<file path="src/rtl/onehot_pkg.sv">
// Shared types and helpers for the one-hot stream encoder and its priority finder.
package onehot_pkg;

    typedef enum logic {
        IDLE  = 1'b0,
        DRAIN = 1'b1
    } state_t;

    localparam int DEFAULT_WIDTH = 8;

    // Index width for a vector of w bits; never narrower than one bit.
    function automatic int idx_width(input int w);
        return (w <= 2) ? 1 : $clog2(w);
    endfunction

    // True when exactly one bit of vec is set.
    function automatic logic popcount_is_one(input logic [63:0] vec);
        return (vec != 64'd0) && ((vec & (vec - 64'd1)) == 64'd0);
    endfunction

endpackage

</file>
<file path="src/rtl/onehot_stream_encoder_prio_find.sv">
// Fixed-priority search: index of the lowest (or highest) set bit of vec.
module prio_find
    import onehot_pkg::*;
#(
    parameter int WIDTH     = DEFAULT_WIDTH,
    parameter bit MSB_FIRST = 1'b0,
    localparam int IDX_W    = idx_width(WIDTH)
) (
    input  logic [WIDTH-1:0] vec,
    output logic [IDX_W-1:0] idx,
    output logic             found
);

    // Scan towards the winning end so the final match is the priority one.
    always_comb begin
        idx   = '0;
        found = 1'b0;
        if (MSB_FIRST) begin
            for (int i = 0; i < WIDTH; i++) begin
                if (vec[i]) begin
                    idx   = IDX_W'(i);
                    found = 1'b1;
                end
            end
        end else begin
            for (int i = WIDTH - 1; i >= 0; i--) begin
                if (vec[i]) begin
                    idx   = IDX_W'(i);
                    found = 1'b1;
                end
            end
        end
    end

endmodule

</file>
<file path="src/rtl/onehot_stream_encoder.sv">
// Multi-hot to binary-index stream encoder: accepts a vector, then emits the
// index of every set bit, one per output handshake, flagging the final one.
//
// state | meaning
// ------+---------------------------------------------------------------
// IDLE  | ready for a new vector; zero vectors are consumed silently
// DRAIN | emitting indices of the pending mask, one per out handshake
module onehot_stream_encoder
    import onehot_pkg::*;
#(
    parameter int WIDTH     = DEFAULT_WIDTH,
    parameter bit MSB_FIRST = 1'b0,
    localparam int IDX_W    = idx_width(WIDTH)
) (
    input  logic             clk,
    input  logic             rst,
    input  logic [WIDTH-1:0] in_vec,
    input  logic             in_valid,
    output logic             in_ready,
    output logic [IDX_W-1:0] res_num,
    output logic             out_valid,
    input  logic             out_ready,
    output logic             out_last,
    output logic             busy
);

    localparam logic [WIDTH-1:0] ONE = WIDTH'(1);

    state_t           state_q, state_d;
    logic [WIDTH-1:0] pending_q, pending_d;
    logic [IDX_W-1:0] hit_idx;
    logic             hit_found;
    logic             last_bit;
    logic [WIDTH-1:0] clr_mask;

    prio_find #(
        .WIDTH     (WIDTH),
        .MSB_FIRST (MSB_FIRST)
    ) u_prio_find (
        .vec   (pending_q),
        .idx   (hit_idx),
        .found (hit_found)
    );

    // Outputs depend only on the registered mask, never on in_vec.
    assign last_bit = popcount_is_one(64'(pending_q));
    assign clr_mask = ONE << hit_idx;
    assign res_num  = hit_idx;

    // State and pending-mask registers with synchronous reset.
    always_ff @(posedge clk) begin
        if (rst) begin
            state_q   <= IDLE;
            pending_q <= '0;
        end else begin
            state_q   <= state_d;
            pending_q <= pending_d;
        end
    end

    // Next-state, mask update and handshake outputs.
    always_comb begin
        state_d   = state_q;
        pending_d = pending_q;
        in_ready  = 1'b0;
        out_valid = 1'b0;
        out_last  = 1'b0;
        busy      = 1'b0;
        case (state_q)
            IDLE: begin
                in_ready = 1'b1;
                if (in_valid && (in_vec != '0)) begin
                    pending_d = in_vec;
                    state_d   = DRAIN;
                end
            end
            DRAIN: begin
                busy      = 1'b1;
                out_valid = hit_found;
                out_last  = last_bit;
                if (!hit_found) begin
                    // Unreachable in normal operation; recover rather than hang.
                    state_d = IDLE;
                end else if (out_ready) begin
                    pending_d = pending_q & ~clr_mask;
                    if (last_bit) begin
                        state_d = IDLE;
                    end
                end
            end
            default: begin
                state_d   = IDLE;
                pending_d = '0;
            end
        endcase
    end

endmodule
</file>
<file path="config.mk">
export PLATFORM = sky130hd
export DESIGN_NAME = onehot_stream_encoder
export DESIGN_NICKNAME = d
export VERILOG_FILES = /design/src/rtl/onehot_pkg.sv /design/src/rtl/onehot_stream_encoder_prio_find.sv /design/src/rtl/onehot_stream_encoder.sv
export SDC_FILE = /design/constraint.sdc
export NUM_CORES = 1
export LEC_CHECK = 0
export CELL_PAD_IN_SITES_DETAIL_PLACEMENT = 1
export CELL_PAD_IN_SITES_GLOBAL_PLACEMENT = 1
export CORE_AREA = 2 2 49 51
export CTS_CLUSTER_DIAMETER = 150
export DETAILED_ROUTE_END_ITERATION = 10
export DIE_AREA = 0 0 51 53
export GPL_TIMING_DRIVEN = 0
export PLACE_DENSITY_LB_ADDON = 0.1
export SKIP_LAST_GASP = 1
export SLEW_MARGIN = 15
export SYNTH_ARGS = -nofsm -noshare
export SYNTH_HDL_FRONTEND = slang
export SYNTH_SLANG_ARGS = --single-unit
export TNS_END_PERCENT = 10
</file>
<file path="constraint.sdc">
create_clock -name clk -period 2.7 [get_ports clk]
set_clock_uncertainty 0.1 [all_clocks]
set_input_delay 0.54 -clock clk [delete_from_list [all_inputs] [get_ports clk]]
set_output_delay 0.54 -clock clk [all_outputs]
set_load 0.03 [all_outputs]
</file>
==> out/metrics.csv <==
metric,value,unit
"Cell Area, Synth",732,µm²
drt pass-1 iters,4,
reg-to-reg startpoint,state_q,
actual slew at the worst max-slew pin,0.463,ns
hold_sp,pending_q[6],
total power,532,µW
CTS Sinks,9,
Worst EP arrival,2.08,ns
Int Pwr,313,µW
die area,2700,µm²
Hold Crit Class,flop to flop,
layout cell share with drive strength beyond 1,17.4,%
Final Hold Vio Count,0,
IO Port Bufs,18,
sequential power share,30.1,%
Final setup viols,1,
VDD IR max,0.000212,V
top post-synthesis cells by area,"dfxtp_1 (25%), o21ai_4 (4.4%), o21ai_0 (4.1%)",
ys flop type,dfxtp_1,
global-route wire length before repair,3.62,mm
vias in the first global route,776,
hold buffers post-CTS,0,
Final WS setup,-0.0182,ns
Max Slew Vio Count,0,
reg2reg setup slack,0.98,ns
net count after synthesis,106,
post-synthesis register bit count,9,
Starting Density,34.1,%
CTS Buf Count,3,
Ant. Diodes,0,
Mapped Cells,94,
H-tree Lvls,1,
routed length per instance,15.7,µm
async set or reset register ratio after synthesis,0,%
"Req. time, crit path",2.06,ns
final antenna-violating net count,0,
Tcrit/Tclk final,101,%
Layout Nets,128,
number of remaining DRC errors,0,
Reg2Reg Depth,6,
DP Wirelength,1.70,mm
Die Width,51,µm
clock-pin transition on the worst setup and hold timing paths,0.08,ns
combinational share of power,48.3,%
CP Max Fanout,8,
CTS tree,yes,
Synth top cells by count,"dfxtp_1 (9), nand2_1 (6), nor2_1 (6), o21ai_0 (6), clkbuf_1 (5)",
largest net degree at the start of global routing,11,
Yosys top cell by area,dfxtp_1,
gpl congestion,0.779,
syn_area_per_cell,7.79,µm²
final wirelength,2.24,mm
Clk network pwr share,21.6,%
Setup crit start kind,flop,
yosys warns,0,
Max-Cap Viols,0,
gr usage total,18.5,%
leakage,0.000355,µW
deepest clock path buffer count,2,
cell row count,17,
CP Capture Type,output port,
Netlist cell types,39,
register area share after synthesis,24.6,%
fin area,973,µm²
power per cell area,546,nW/µm²
top-count cell post-synth,dfxtp_1,
hold depth,2,
initial antenna violation count,0,
WS Path Type,flop to output port,
post-layout util,45.3,%
number of synthesized flops with an enable pin,0,
DP Area,947,µm²
Net Sw Frac,41.1,%
failing checks,negative setup slack,
top-area cell type share of the netlist area,24.6,%
Die Height,53,µm
hold-critical path endpoint,pending_q[6],
via count,803,
Vias/cell,5.62,
status,finished with violations,
sw power,218,µW
IO Count,19,
reg-to-reg endpoint,state_q,
GRT overflow,0,
setup slack at placement,-0.00955,ns
Fmax,368,MHz
core area,2150,µm²
root buffer cell,clkbuf_4,
Layout area overhead,33.0,%
TNS Setup,-0.0182,ns
Initial DRC Count,13,
RSZ-0062 raised after global routing,yes,
Final Critical Period,2.72,ns
Worst slew margin,69.1,%
Clock Latency Late Sink,0.27,ns
## power groups by stage
| stage | clock (µW) | combinational (µW) | sequential (µW) |
|---|---|---|---|
| floorplan | 0 | 174 | 160 |
| global placement | 0 | 262 | 158 |
| detailed placement | 0 | 264 | 159 |
| CTS | 119 | 258 | 160 |
| global route | 125 | 279 | 163 |
| finish | 115 | 257 | 160 |
## critical path, cell delays in order, from the launching register on
cell,delay [ns]
dfxtp_2,0.37
or4_4,0.57
o211ai_1,0.17
o31ai_1,0.12
and4_1,0.22
dlygate4sd2_1,0.35
## how the worst max path moves through the flow
stage | from | end | slack (ns) | depth (start not counted)
final | pending_q[6] | out_last | -0.02 | 5
after global routing | pending_q[6] | out_last | -0.12 | 5
after CTS | pending_q[6] | out_last | -0.08 | 5
after detailed placement | pending_q[6] | out_last | -0.01 | 5
after global placement | pending_q[6] | out_last | 0.01 | 5
after floorplan | pending_q[6] | out_last | 0.57 | 4
## stage by stage
stage | hold WS, ns | std cells
2_1_floorplan | 0.439 | 94
3_3_place_gp | 0.485 | 140
3_5_place_dp | 0.510 | 140
4_1_cts | 0.530 | 143
5_1_grt | 0.501 | 143
6_report | 0.465 | 143
## state kept, by name, summed over array words and instances, names as in the netlist
register	count
pending_q	8
state_q	1
## logic make-up after synthesis
group | share of synthesized area [%]
buf+inv | 8.20
flops | 24.6
compound gates | 32.6
simple gates | 34.5
## cells in the final DEF (no fill, tap or decap), drive strengths merged, types with 3 or more instances in the layout
cell type / netlist / routed
buf: 4 / 4
clkbuf: 5 / 8
clkdlybuf4s50: 0 / 15
dfxtp: 9 / 9
inv: 4 / 4
nand2: 7 / 7
nand2b: 4 / 4
nand3: 3 / 3
nand3b: 4 / 4
nor2: 6 / 6
nor3: 3 / 3
nor4: 4 / 4
o211ai: 3 / 3
o21ai: 8 / 8
o31ai: 3 / 3
or4: 4 / 4
## area by class of cell
cell class,instances,area (µm²)
Tap cell,28,35.0
Sequential cell,9,183
Inverter,4,15.0
Multi-Input combinational cell,72,492
Buffer,8,42.5
Clock buffer,4,26.3
Fill cell,276,1170
Timing Repair Buffer,18,180
## per-layer routing
metal | wire, µm | track usage [%]
met5 | 0 | 0
met2 | 1110 | 31.4
met4 | 9 | 9.01
met1 | 1060 | 22.4
met3 | 65 | 3.39
## repair_timing
action,in CTS,in global routing
buffers inserted,0,0
gates resized for setup,3,3
setup endpoints to repair,5,4
(Power assumes the default switching activity.)
